<file path="src/rtl/color_pkg.sv">
// color_pkg: shared constants, state encoding and helpers for the colour
// frame acquisition controller.
//   NUM_CH   - number of sensor channels
//   CH_W     - bits per channel sample (8b R, 8b G, 8b B)
//   FRAME_W  - published frame width, equals the SPI slave colour width
//   CH_SEL_W - width of the channel select bus
package color_pkg;

    localparam int NUM_CH   = 6;
    localparam int CH_W     = 24;
    localparam int FRAME_W  = NUM_CH * CH_W;
    localparam int CH_SEL_W = $clog2(NUM_CH);

    typedef enum logic [2:0] {
        IDLE     = 3'd0,
        REQ      = 3'd1,
        WAIT_ACK = 3'd2,
        WAIT_REL = 3'd3,
        PUBLISH  = 3'd4,
        HOLD     = 3'd5
    } ctrl_state_t;

    // One-hot mask for a channel index; out-of-range indices give zero.
    function automatic logic [NUM_CH-1:0] ch_onehot(input logic [CH_SEL_W-1:0] sel);
        logic [NUM_CH-1:0] m;
        m = '0;
        for (int i = 0; i < NUM_CH; i++) begin
            if (sel == CH_SEL_W'(i)) m[i] = 1'b1;
        end
        return m;
    endfunction

endpackage

</file>
<file path="src/rtl/color_frame_ctrl_sync2.sv">
// sync2: two-flop synchronizer for a single asynchronous level.
// Both flops reset to 1 because the signal it carries (MCU chip select)
// idles high; a reset must not look like a chip-select falling edge.
//   clk     - destination clock
//   reset_n - asynchronous active-low reset
//   d       - asynchronous input
//   q       - synchronized output
module sync2 (
    input  logic clk,
    input  logic reset_n,
    input  logic d,
    output logic q
);

    logic meta;

    always_ff @(posedge clk or negedge reset_n) begin
        if (!reset_n) begin
            meta <= 1'b1;
            q    <= 1'b1;
        end else begin
            meta <= d;
            q    <= meta;
        end
    end

endmodule

</file>
<file path="src/rtl/color_frame_ctrl.sv">
// color_frame_ctrl: acquires one colour frame from NUM_CH sensor channels
// over a four-phase req/ack handshake, publishes it to the SPI slave and
// holds it until the MCU completes one chip-select transaction.
//   clk, reset_n - system clock, asynchronous active-low reset
//   start        - level, acquire frames continuously while high
//   err_clr      - one-cycle pulse, clears err_flags
//   spi_cs_n     - MCU chip select (asynchronous, active low)
//   sample_ack   - sensor acknowledge
//   sample_data  - sensor data, valid while sample_ack is high
//   ch_sel       - channel being requested
//   sample_req   - request to the selected channel
//   color        - published frame, ch0 in the least significant slot
//   done         - frame valid and held for the SPI read
//   busy         - controller not idle
//   frame_count  - published-frame counter, wraps 255 -> 0
//   err_flags    - sticky per-channel timeout flags
module color_frame_ctrl
    import color_pkg::*;
#(
    parameter int TIMEOUT_CYC = 4095
) (
    input  logic                clk,
    input  logic                reset_n,
    input  logic                start,
    input  logic                err_clr,
    input  logic                spi_cs_n,
    input  logic                sample_ack,
    input  logic [CH_W-1:0]     sample_data,
    output logic [CH_SEL_W-1:0] ch_sel,
    output logic                sample_req,
    output logic [FRAME_W-1:0]  color,
    output logic                done,
    output logic                busy,
    output logic [7:0]          frame_count,
    output logic [NUM_CH-1:0]   err_flags
);

    localparam int                  CNT_W   = $clog2(TIMEOUT_CYC + 1);
    localparam logic [CNT_W-1:0]    TMO_MAX = CNT_W'(TIMEOUT_CYC);
    localparam logic [CH_SEL_W-1:0] LAST_CH = CH_SEL_W'(NUM_CH - 1);

    ctrl_state_t         state, state_nxt;
    logic [CNT_W-1:0]    tmo_cnt;
    logic [FRAME_W-1:0]  staging;
    logic                cs_s, cs_prev, cs_fall_seen;
    logic                cs_fall, cs_rise;
    logic                tmo_hit, ack_tmo, rel_done, hold_exit;
    logic [NUM_CH-1:0]   err_set;

    sync2 u_cs_sync (
        .clk     (clk),
        .reset_n (reset_n),
        .d       (spi_cs_n),
        .q       (cs_s)
    );

    assign cs_fall   = cs_prev & ~cs_s;
    assign cs_rise   = ~cs_prev & cs_s;
    assign tmo_hit   = (tmo_cnt == TMO_MAX);
    assign ack_tmo   = (state == WAIT_ACK) && !sample_ack && tmo_hit;
    assign rel_done  = (state == WAIT_REL) && (!sample_ack || tmo_hit);
    // Only a fall seen inside HOLD arms the exit, so a chip select that was
    // already low when the frame was published cannot release it.
    assign hold_exit = (state == HOLD) && cs_fall_seen && cs_rise;
    assign err_set   = ack_tmo ? ch_onehot(ch_sel) : '0;

    // State register
    always_ff @(posedge clk or negedge reset_n) begin
        if (!reset_n) state <= IDLE;
        else          state <= state_nxt;
    end

    // Next-state logic
    always_comb begin
        state_nxt = state;
        unique case (state)
            IDLE:     if (start) state_nxt = REQ;
            REQ:      state_nxt = WAIT_ACK;
            WAIT_ACK: if (sample_ack || tmo_hit) state_nxt = WAIT_REL;
            WAIT_REL: if (rel_done) state_nxt = (ch_sel == LAST_CH) ? PUBLISH : REQ;
            PUBLISH:  state_nxt = HOLD;
            HOLD:     if (hold_exit) state_nxt = start ? REQ : IDLE;
            default:  state_nxt = IDLE;
        endcase
    end

    // Moore outputs
    always_comb begin
        sample_req = (state == REQ) || (state == WAIT_ACK);
        busy       = (state != IDLE);
    end

    // Channel sequencing, phase timeout and frame staging/publishing
    always_ff @(posedge clk or negedge reset_n) begin
        if (!reset_n) begin
            ch_sel       <= '0;
            tmo_cnt      <= '0;
            staging      <= '0;
            color        <= '0;
            done         <= 1'b0;
            frame_count  <= 8'd0;
            cs_prev      <= 1'b1;
            cs_fall_seen <= 1'b0;
        end else begin
            cs_prev <= cs_s;
            unique case (state)
                IDLE: begin
                    if (start) ch_sel <= '0;
                end
                REQ: begin
                    tmo_cnt <= '0;
                end
                WAIT_ACK: begin
                    if (sample_ack || tmo_hit) begin
                        // A timed-out channel publishes as zero, never stale data.
                        for (int i = 0; i < NUM_CH; i++) begin
                            if (ch_sel == CH_SEL_W'(i))
                                staging[i*CH_W +: CH_W] <= sample_ack ? sample_data : '0;
                        end
                        tmo_cnt <= '0;
                    end else if (!tmo_hit) begin
                        tmo_cnt <= tmo_cnt + 1'b1;
                    end
                end
                WAIT_REL: begin
                    if (rel_done) begin
                        if (ch_sel != LAST_CH) ch_sel <= ch_sel + 1'b1;
                    end else if (!tmo_hit) begin
                        tmo_cnt <= tmo_cnt + 1'b1;
                    end
                end
                PUBLISH: begin
                    color        <= staging;
                    done         <= 1'b1;
                    frame_count  <= frame_count + 8'd1;
                    cs_fall_seen <= 1'b0;
                end
                HOLD: begin
                    if (cs_fall) cs_fall_seen <= 1'b1;
                    if (hold_exit) begin
                        done   <= 1'b0;
                        ch_sel <= '0;
                    end
                end
                default: ;
            endcase
        end
    end

    // Sticky timeout flags; a new timeout in the clearing cycle survives.
    always_ff @(posedge clk or negedge reset_n) begin
        if (!reset_n) err_flags <= '0;
        else          err_flags <= (err_clr ? '0 : err_flags) | err_set;
    end

endmodule

</file>
<file path="config.mk">
export PLATFORM = sky130hd
export DESIGN_NAME = color_frame_ctrl
export DESIGN_NICKNAME = d
export VERILOG_FILES = /design/src/rtl/color_pkg.sv /design/src/rtl/color_frame_ctrl_sync2.sv /design/src/rtl/color_frame_ctrl.sv
export SDC_FILE = /design/constraint.sdc
export NUM_CORES = 1
export LEC_CHECK = 0
export CAP_MARGIN = 10
export CORE_AREA = 2 2 153 155
export DETAILED_ROUTE_END_ITERATION = 10
export DIE_AREA = 0 0 155 157
export DONT_BUFFER_PORTS = 1
export PLACE_DENSITY = 0.74
export SYNTH_ARGS = -nofsm -noshare
export SYNTH_HDL_FRONTEND = slang
export SYNTH_SLANG_ARGS = --single-unit
</file>
<file path="constraint.sdc">
create_clock -name clk -period 2 [get_ports clk]
set_input_delay 0.1 -clock clk [delete_from_list [all_inputs] [get_ports clk]]
set_output_delay 0.1 -clock clk [all_outputs]
set_load 0.05 [all_outputs]
</file>
==> impl_metrics.ini <==
[status]
outcome = finished, violations left
violations = hold timing

[hold_path]
hp-class = in -> async

[cells_and_area]
fin_util_pct = 64.3
nets = 928
layout_commonest_cell = dfrtp_1
syn_to_final_growth_pct = 17.5
final_cell_mix = 317 x dfrtp_1, 148 x mux2_2, 145 x a22o_1, 39 x buf_4, 35 x clkbuf_16
drive_gt1_share_pct = 29.9

[placed_design]
hpwlAfterDp_um = 18900
portBuffers = 0
place_congestion = 0.836

[power_and_ir_drop]
pwr_density_cell_mw_per_mm2 = 1300
vdd_drop_max_uv = 827
leakagePower_nw = 7.10

[grt]
grt_pass1_wl_um = 46100
overflow = 0
grt_pass1_vias = 7736
antenna_found_initial = 3
grt_start_max_net_pins = 326
grt.total_usage_pct = 24.6

[floorplanning]
core_area_mm2 = 0.0225
num_io_pins = 194
num_rows = 55
die_y_um = 157
chipWidth_um = 155
die-area_mm2 = 0.0243
start_util_pct = 54.8

[synth]
ys_types = 47
syn-num-nets = 864
syn_inst = 827
synth-seq-cells = 325
synth_area_mm2 = 0.0123
synth_flop_cell = dfrtp_1
ys_async_sr_fraction_pct = 100
synth_seq_area_share_pct = 66.0
synth_enable_flop_cells = 0
yosys_warnings = 0
avgSynthCellArea_um2 = 14.9

[cts]
cts_buffer_depth = 3
h-tree-depth = 2
clk-insertion-delay-late_ns = 0.50
cts_tree = yes
cts-root-buf = clkbuf_16
cts.reportedPaths.clkPinSlew_ns = 0.06
cts_hold_buffers = 28
cts_num_sinks = 325
cts-buffers-inserted = 34

[timing]
finalSetupViolations = 0
fin_skew_ns = 0.0134
fin_hold_ws_ns = -0.706
fmaxAchievable_mhz = 521
slew_violations = 0
hold_viol = 325
rsz0062_at_grt = no
worst_pin_slew_ns = 0.639
layout_min_cycle_time_ns = 1.92
tns_ns = 0
final.period_utilization_pct = 96.1
slew_headroom_pct = 57.4

[route]
vias_per_cell = 6.22
avgRoutedWirePerCell_um = 25.1
ant_nets = 0
first_iter_violations = 588
drc = 0
dr.pass1.iters = 5
vias = 7463
wl_um = 30100

[critical_path]
end_kind = output port
crit_buf_inv = 3
startpoint_type = flop
max_stage_delay_ns = 0.43
cp_top_family = buffers and inverters
critPathKind = reg -> out
crit_required_ns = 1.90
arrival_ns = 1.82
crit_path_top_delay_cell = dfrtp_2
path_cells = buf_4 -> xnor2_1 -> or2_2 -> inv_2 -> buf_6
cp_max_fo = 7

[run]
maxCapViolations = 0
-- power by group --
part           leakage [nW]  switching, mW  internal, mW
logic                  2.11           1.54          1.56
registers              4.42           1.20          7.88
clock network         0.574           2.44          4.16
total                  7.10           5.18          13.6
-- final cells by class --
cell class	instances	area [µm²]
Clock buffer	48	975
Antenna cell	3	7.51
Timing Repair Buffer	79	796
Tap cell	285	357
Sequential cell	325	8140
Multi-Input combinational cell	437	3950
Clock inverter	9	199
Inverter	14	52.6
Fill cell	1565	8030
-- sequential cells by signal, indices dropped and copies added, names as in the netlist, 3 cells and up --
name,count
staging,144
frame_count,8
ch_sel,3
tmo_cnt,12
state,3
err_flags,6
color,144
-- per-layer routing --
layer / part of all wire, % / global-route usage, %
met5: 0 / 0
met4: 1.9 / 6.31
met3: 9.3 / 9.25
met2: 47 / 38.4
met1: 41 / 32.9
-- path summary, 6_finish.rpt --
kind	startpoint	endpoint	slack, ns	cells past startpoint
max	state[0]$_DFFE_PN0P_	sample_req	0.08	5
min	reset_n	color[103]$_DFFE_PN0P_	-0.71	0
max reg2reg	ch_sel[1]$_DFFE_PN0P_	ch_sel[0]$_DFFE_PN0P_	0.08	6
min reg2reg	u_cs_sync.meta$_DFF_PN1_	u_cs_sync.q$_DFF_PN1_	0.37	0
max in group asynchronous	reset_n	state[1]$_DFFE_PN0P_	2.11	0
min in group clk	sample_ack	tmo_cnt[3]$_DFFE_PN0P_	0.09	4
-- worst reg2reg max path, cell delays in order, from the launching register on --
cell and delay (ns):
dfrtp_2 0.39, inv_1 0.08, ha_1 0.21, a21boi_0 0.26, a211oi_1 0.14, a311oi_2 0.33
mux2_2 0.39
-- synth_stat cells (all sizes together), types with 8 or more instances --
| cell type | instances | share of area [%] |
|---|---|---|
| dfrtp | 322 | 65 |
| mux2 | 148 | 14 |
| a22o | 145 | 10 |
| buf | 28 | 1.1 |
| clkbuf | 23 | 0.70 |
| nor2 | 17 | 0.54 |
| inv | 14 | 0.43 |
| nand2 | 14 | 0.43 |
| nand3 | 11 | 0.49 |
| nand4 | 11 | 0.56 |
| o22ai | 8 | 0.41 |
| xnor2 | 8 | 0.57 |
-- timing repair --
item | CTS | global route
gates resized for setup | 2 | 11
gates cloned | 0 | 1
endpoints found under the hold margin | 482 | 325
buffers inserted | 0 | 9
pin swaps | 0 | 4
endpoints found under the setup margin | 1 | 130
-- cell families after synthesis --
logic type / synth area share (%)
multiplexers: 13.8
adder cells (fa/ha/maj): 0.711
XOR/XNOR: 0.853
flip-flops: 66.0
AO/OA/AOI/OAI: 12.2
buffers and inverters: 2.26
AND/OR/NAND/NOR: 4.17
-- metrics by stage --
stage	area (µm²)	setup slack [ns]	power, mW	instances
finish	14500	0.0788	18.8	1200
global route	14500	0.00477	19.6	1198
CTS	14400	0.00691	18.7	1187
detailed placement	12900	0.0326	11.9	1102
global placement	12900	0.118	11.7	1102
floorplan	12300	0.00165	11.0	827
(Power assumes the default switching activity.)
